<file path="src/rtl/letc_core_dmcache.sv">
// Direct-mapped, write-through, no-write-allocate cache between a stage LIMP port and the AXI FSM LIMP port.
// Optional hit/miss performance counters are enabled with `define LETC_CORE_DMCACHE_PERF_EN.
module letc_core_dmcache #(
    parameter int NUM_LINES  = 16,
    parameter int LINE_WORDS = 4
) (
    input  logic        i_clk,
    input  logic        i_rst_n,
    input  logic        i_flush_cache,

    input  logic        stage_limp_valid,
    output logic        stage_limp_ready,
    input  logic        stage_limp_wen_nren,
    input  logic [1:0]  stage_limp_size,
    input  logic [33:0] stage_limp_addr,
    output logic [31:0] stage_limp_rdata,
    input  logic [31:0] stage_limp_wdata,

    output logic        axi_fsm_limp_valid,
    input  logic        axi_fsm_limp_ready,
    output logic        axi_fsm_limp_wen_nren,
    output logic [1:0]  axi_fsm_limp_size,
    output logic [33:0] axi_fsm_limp_addr,
    input  logic [31:0] axi_fsm_limp_rdata,
    output logic [31:0] axi_fsm_limp_wdata
`ifdef LETC_CORE_DMCACHE_PERF_EN
    ,
    output logic [31:0] o_hit_count,
    output logic [31:0] o_miss_count
`endif
);

    localparam int IDX_W    = $clog2(NUM_LINES);
    localparam int LW_BITS  = $clog2(LINE_WORDS);
    localparam int WSEL_W   = (LW_BITS > 0) ? LW_BITS : 1;
    localparam int LINE_LSB = 2 + LW_BITS;
    localparam int TAG_LSB  = LINE_LSB + IDX_W;
    localparam int TAG_W    = 34 - TAG_LSB;

    localparam logic [1:0] SIZE_BYTE     = 2'd0;
    localparam logic [1:0] SIZE_HALFWORD = 2'd1;
    localparam logic [1:0] SIZE_WORD     = 2'd2;

    typedef enum logic [1:0] {
        ST_IDLE,
        ST_REFILL,
        ST_WRITE
    } state_e;

    function automatic logic [31:0] merge_bytes(
        input logic [31:0] old_word,
        input logic [31:0] wdata,
        input logic [1:0]  size,
        input logic [1:0]  offset
    );
        logic [31:0] merged;
        merged = old_word;
        case (size)
            SIZE_BYTE:     merged[{offset, 3'b000} +: 8]     = wdata[7:0];
            SIZE_HALFWORD: merged[{offset[1], 4'b0000} +: 16] = wdata[15:0];
            default:       merged = wdata;
        endcase
        return merged;
    endfunction

    state_e              state_q, state_d;
    logic [WSEL_W-1:0]   cnt_q, cnt_d;
    logic [NUM_LINES-1:0] valid_q, valid_d;
    logic                flush_pending_q, flush_pending_d;
    logic                axi_valid_q, axi_valid_d;
    logic                axi_wen_q, axi_wen_d;
    logic [1:0]          axi_size_q, axi_size_d;
    logic [33:0]         axi_addr_q, axi_addr_d;
    logic [31:0]         axi_wdata_q, axi_wdata_d;
    logic [TAG_W-1:0]    tag_q  [NUM_LINES];
    logic [TAG_W-1:0]    tag_d  [NUM_LINES];
    logic [31:0]         data_q [NUM_LINES][LINE_WORDS];
    logic [31:0]         data_d [NUM_LINES][LINE_WORDS];
`ifdef LETC_CORE_DMCACHE_PERF_EN
    logic [31:0]         hit_count_q, hit_count_d;
    logic [31:0]         miss_count_q, miss_count_d;
`endif

    logic [IDX_W-1:0]  req_idx;
    logic [TAG_W-1:0]  req_tag;
    logic [WSEL_W-1:0] req_word;
    logic [33:0]       line_base;
    logic              hit;
    logic              flush_req;

    assign req_idx   = stage_limp_addr[LINE_LSB +: IDX_W];
    assign req_tag   = stage_limp_addr[33 -: TAG_W];
    assign line_base = stage_limp_addr & ~34'(LINE_WORDS * 4 - 1);
    assign hit       = valid_q[req_idx] && (tag_q[req_idx] == req_tag);
    assign flush_req = i_flush_cache || flush_pending_q;

    generate
        if (LW_BITS > 0) begin : g_word_sel
            assign req_word = stage_limp_addr[2 +: WSEL_W];
        end else begin : g_word_sel_single
            assign req_word = '0;
        end
    endgenerate

    always_comb begin
        state_d          = state_q;
        cnt_d            = cnt_q;
        valid_d          = valid_q;
        flush_pending_d  = flush_pending_q;
        axi_valid_d      = axi_valid_q;
        axi_wen_d        = axi_wen_q;
        axi_size_d       = axi_size_q;
        axi_addr_d       = axi_addr_q;
        axi_wdata_d      = axi_wdata_q;
        tag_d            = tag_q;
        data_d           = data_q;
        stage_limp_ready = 1'b0;
        stage_limp_rdata = '0;
`ifdef LETC_CORE_DMCACHE_PERF_EN
        hit_count_d      = hit_count_q;
        miss_count_d     = miss_count_q;
`endif

        case (state_q)
            ST_IDLE: begin
                if (stage_limp_valid && !stage_limp_wen_nren && hit) begin
                    stage_limp_ready = 1'b1;
                    stage_limp_rdata = data_q[req_idx][req_word];
                    // A flush cannot clear the line being returned this cycle; defer it.
                    if (flush_req) flush_pending_d = 1'b1;
`ifdef LETC_CORE_DMCACHE_PERF_EN
                    hit_count_d = hit_count_q + 32'd1;
`endif
                end else begin
                    if (flush_req) begin
                        valid_d         = '0;
                        flush_pending_d = 1'b0;
                    end
                    if (stage_limp_valid && !stage_limp_wen_nren) begin
                        state_d     = ST_REFILL;
                        cnt_d       = '0;
                        axi_valid_d = 1'b1;
                        axi_wen_d   = 1'b0;
                        axi_size_d  = SIZE_WORD;
                        axi_addr_d  = line_base;
                        axi_wdata_d = '0;
`ifdef LETC_CORE_DMCACHE_PERF_EN
                        miss_count_d = miss_count_q + 32'd1;
`endif
                    end else if (stage_limp_valid) begin
                        state_d     = ST_WRITE;
                        axi_valid_d = 1'b1;
                        axi_wen_d   = 1'b1;
                        axi_size_d  = stage_limp_size;
                        axi_addr_d  = stage_limp_addr;
                        axi_wdata_d = stage_limp_wdata;
                    end
                end
            end

            ST_REFILL: begin
                if (i_flush_cache) flush_pending_d = 1'b1;
                if (axi_fsm_limp_ready) begin
                    data_d[req_idx][cnt_q] = axi_fsm_limp_rdata;
                    if (cnt_q == WSEL_W'(LINE_WORDS - 1)) begin
                        tag_d[req_idx]   = req_tag;
                        valid_d[req_idx] = 1'b1;
                        state_d          = ST_IDLE;
                        cnt_d            = '0;
                        axi_valid_d      = 1'b0;
                        if (flush_req) begin
                            valid_d         = '0;
                            flush_pending_d = 1'b0;
                        end
                    end else begin
                        cnt_d      = cnt_q + 1'b1;
                        axi_addr_d = line_base + (34'(cnt_q + 1'b1) << 2);
                    end
                end
            end

            ST_WRITE: begin
                if (i_flush_cache) flush_pending_d = 1'b1;
                if (axi_fsm_limp_ready) begin
                    stage_limp_ready = 1'b1;
                    if (hit) begin
                        data_d[req_idx][req_word] = merge_bytes(data_q[req_idx][req_word],
                            stage_limp_wdata, stage_limp_size, stage_limp_addr[1:0]);
                    end
                    state_d     = ST_IDLE;
                    axi_valid_d = 1'b0;
                    axi_wen_d   = 1'b0;
                    if (flush_req) begin
                        valid_d         = '0;
                        flush_pending_d = 1'b0;
                    end
                end
            end

            default: begin
                state_d     = ST_IDLE;
                axi_valid_d = 1'b0;
            end
        endcase
    end

    always_ff @(posedge i_clk or negedge i_rst_n) begin
        if (!i_rst_n) begin
            state_q         <= ST_IDLE;
            cnt_q           <= '0;
            valid_q         <= '0;
            flush_pending_q <= 1'b0;
            axi_valid_q     <= 1'b0;
            axi_wen_q       <= 1'b0;
            axi_size_q      <= '0;
            axi_addr_q      <= '0;
            axi_wdata_q     <= '0;
`ifdef LETC_CORE_DMCACHE_PERF_EN
            hit_count_q     <= '0;
            miss_count_q    <= '0;
`endif
        end else begin
            state_q         <= state_d;
            cnt_q           <= cnt_d;
            valid_q         <= valid_d;
            flush_pending_q <= flush_pending_d;
            axi_valid_q     <= axi_valid_d;
            axi_wen_q       <= axi_wen_d;
            axi_size_q      <= axi_size_d;
            axi_addr_q      <= axi_addr_d;
            axi_wdata_q     <= axi_wdata_d;
`ifdef LETC_CORE_DMCACHE_PERF_EN
            hit_count_q     <= hit_count_d;
            miss_count_q    <= miss_count_d;
`endif
        end
    end

    // Tag and data storage is qualified by valid_q, so it needs no reset.
    always_ff @(posedge i_clk) begin
        tag_q  <= tag_d;
        data_q <= data_d;
    end

    assign axi_fsm_limp_valid    = axi_valid_q;
    assign axi_fsm_limp_wen_nren = axi_wen_q;
    assign axi_fsm_limp_size     = axi_size_q;
    assign axi_fsm_limp_addr     = axi_addr_q;
    assign axi_fsm_limp_wdata    = axi_wdata_q;

`ifdef LETC_CORE_DMCACHE_PERF_EN
    assign o_hit_count  = hit_count_q;
    assign o_miss_count = miss_count_q;
`else
`endif

endmodule

</file>
<file path="config.mk">
export PLATFORM = sky130hd
export DESIGN_NAME = letc_core_dmcache
export DESIGN_NICKNAME = d
export VERILOG_FILES = /design/src/rtl/letc_core_dmcache.sv
export SDC_FILE = /design/constraint.sdc
export NUM_CORES = 2
export LEC_CHECK = 0
export CORE_ASPECT_RATIO = 2
export CORE_MARGIN = 8
export CORE_UTILIZATION = 49
export CTS_CLUSTER_SIZE = 30
export DETAILED_ROUTE_END_ITERATION = 10
export PLACE_DENSITY = 0.65
export SKIP_CTS_REPAIR_TIMING = 1
export SLEW_MARGIN = 20
export SYNTH_ARGS = -nofsm -noshare
export SYNTH_HDL_FRONTEND = slang
export SYNTH_SLANG_ARGS = --single-unit
</file>
<file path="constraint.sdc">
create_clock -name i_clk -period 7.7 [get_ports i_clk]
set_clock_uncertainty 0.2 [all_clocks]
set_input_delay 1.155 -clock i_clk [delete_from_list [all_inputs] [get_ports i_clk]]
set_output_delay 1.155 -clock i_clk [all_outputs]
set_load 0.01 [all_outputs]
</file>
==> results.toml <==
[status]
outcome = "completed"

[global_routing]
antenna_found_initial = 64
grt_use_total = 0.369
grt_busiest_layer = "met2"
grt_pass1_vias = 82700
grt_overflow_total = 0
grt_use_met1 = 0.375
grt_max_degree = 135
grt_use_met2 = 0.591
grtUsageMet3 = 0.115
grt_pass1_wl_um = 660000

[power_and_ir_drop]
p_per_area_nw_per_um2 = 248
power_switching_uw = 9380
p_sw_frac = 0.288
totalPowerFinal_uw = 32500
p_leak_uw = 0.0430
p_int_uw = 23100
p_clk_frac = 0.352
seq_power_share = 0.477
pwr-share-comb = 0.171
ir_worst_vdd_mv = 0.297

[cts]
cts_tree = "yes"
cts.sinks = 2555
numCtsBuffers = 221
cts_root_buf = "clkbuf_16"
insertion_delay_ns = 0.93
cts_max_level = 4
clk_pin_slew_worst_paths_ns = 0.07
cts_buffer_depth = 4

[synthesis]
syn_inst = 7509
synthTopCellsByArea = "edfxtp_1, mux4_2, o22ai_1"
synthFlopType = "edfxtp_1"
yosys.area_share.simple = 0.0214
syn_avg_cell_area_um2 = 15.7
synth_fa_ha_area_frac = 0.00159
synth_nets = 7630
synth-compound-area-share = 0.126
synth-edff-count = 2464
synth_top_family_by_area = "multiplexers"
yosysWarnings = 0
ys_types = 69
synthMuxAreaShare = 0.155
synthArstFlopShare = 0.0356
yosysTopAreaCell = "edfxtp_1"
synthXorXnorAreaFrac = 0.00424
yosysTopAreaCellShare = 0.628
synth_seq_cells = 2555
synthesis.area_um2 = 118000
ys_seq_area_frac = 0.647

[setup_path]
crit_type = "in -> out"
required_ns = 6.34
crit_path_end_kind = "output port"
reg2reg_slack_ns = 2.50
r2r_cells = 13
r2r_end = "data_q[1907]$_DFFE_PP_"
critPathLaunchType = "primary input"
cp.arrival_ns = 6.07
cp_max_fo = 55
r2r-start = "tag_q[94]$_DFFE_PP_"

[routing]
vias_per_cell = 7.81
drt-initial-drc-count = 14100
dr.pass1.iters = 8
drc = 0
vias = 84000
ant_nets = 0
routed_wl_um = 486000
wire_per_inst_um = 45.2

[floorplan]
start_util = 0.492
core_area_um2 = 239000
die_w_um = 363
dieHeight_um = 709
rows = 254
fp.dieArea_um2 = 257000
top_level_ports = 209

[timing]
rsz0062_at_grt = "no"
tns_ns = 0
max_freq_mhz = 135
hold_violations = 0
fin_crit_ns = 7.43
period_share = 0.965
drv_slew = 0
max-slew-margin-rel = 0.140
finalSetupViolations = 0
tightest_slew_ns = 1.29

[final_layout]
fin_area_um2 = 131000
utilization = 0.549
final_common_cell = "edfxtp_1"
layout_common_cells = "edfxtp_1, o22ai_1, mux4_2"
nets = 7412
syn2layout_area_growth_pct = 11.4
drive_gt1_frac = 0.227

[place]
gp_congestion = 0.950
dp_hpwl_um = 283000
dpl-instance-area_um2 = 124000
portBuffers = 208

[run]
max_cap_violations = 0

[hold_path]
hold_class = "in -> async"
==> area by class of cell <==
class | count | area [um^2]
sequential | 2555 | 76300
tap | 3200 | 4000
inverter | 65 | 251
clock inverter | 116 | 1300
antenna | 101 | 253
clock buffer | 274 | 5770
timing repair buffer | 610 | 6320
multi-input combinational | 3838 | 37100
fill | 18700 | 108000
==> layer usage <==
layer	wire length [um]	part of all wire
met5	210	0.00043
met4	62400	0.13
met3	64700	0.13
met2	227000	0.47
met1	131000	0.27
==> power by group through the flow <==
stage,clock (uW),combinational [uW],sequential (uW)
after CTS,11400,5320,15500
final,11500,5560,15500
after global routing,11900,5600,15500
after floorplan,0,2830,15900
after global placement,0,5240,15800
after detailed placement,0,5300,15800
==> cell usage after synthesis (all sizes together), types with 7 or more instances <==
library cell  instances
a221oi               18
xnor2                47
a21oi                28
a222oi               16
nand4                10
nor2b                 8
nand2b                8
o21ai                74
and3                  7
edfxtp             2464
buf                 337
nor2                140
inv                  65
clkbuf              714
a31oi                22
o21a                 46
o22ai              2026
ha                   15
nand3                18
nor4                  7
mux2                 40
nand2               293
mux4                759
dfrtp                91
a22oi                18
and2                 39
nor3                 31
a22o                 19
mux2i                70
xor2                 10
==> registers in the layout (all words and copies together), names as in the netlist <==
name / flops
axi_fsm_limp_size: 2
tag_q: 416
axi_fsm_limp_wen_nren: 1
axi_fsm_limp_addr: 34
data_q: 2048
axi_fsm_limp_wdata: 32
state_q: 2
valid_q: 16
cnt_q: 2
axi_fsm_limp_valid: 1
flush_pending_q: 1
==> how the worst max path moves through the flow <==
stage                                   from                    end  slack [ns]  cells after the start
after global routing      stage_limp_addr[4]   stage_limp_rdata[23]        0.15                     15
after detailed placement  stage_limp_addr[4]   stage_limp_rdata[23]        0.12                     15
after floorplan           stage_limp_addr[5]  data_q[544]$_DFFE_PP_        0.54                     14
after CTS                 stage_limp_addr[4]   stage_limp_rdata[23]        0.12                     15
after global placement    stage_limp_addr[4]   stage_limp_rdata[18]       -0.07                     15
final                     stage_limp_addr[4]   stage_limp_rdata[23]        0.27                     15
==> kinds of logic (layout without fill, tap and decap cells) <==
kind of cell / Yosys count / count (layout)
muxes: 869 / 869
other: 0 / 101
buffers and inverters: 1116 / 1065
DFF: 2555 / 2555
adders and majority gates: 15 / 15
and+or+nand+nor: 582 / 582
AOI/OAI and AO/OA: 2315 / 2315
xor gates and xnor gates: 57 / 57
==> worst max-delay path, stage by stage <==
cell,delay (ns)
buf_8,0.49
buf_4,0.35
mux4_2,0.53
xor2_1,0.16
nor4_1,0.35
buf_4,0.19
o221ai_1,0.13
and2_1,0.22
a2111oi_0,0.62
buf_4,0.25
nand2_1,0.11
nor3_4,0.53
buf_12,0.23
and2_1,0.15
clkdlybuf4s50_1,0.54
==> metrics by stage <==
step,hold slack (ns),instances,setup slack (ns)
after global routing,0.0383,10700,0.147
after global placement,0.272,10300,-0.0656
after floorplan,0.257,7509,0.535
after detailed placement,0.287,10300,0.125
after CTS,-0.000446,10700,0.123
final,0.00168,10800,0.272
(Power assumes the default switching activity.)
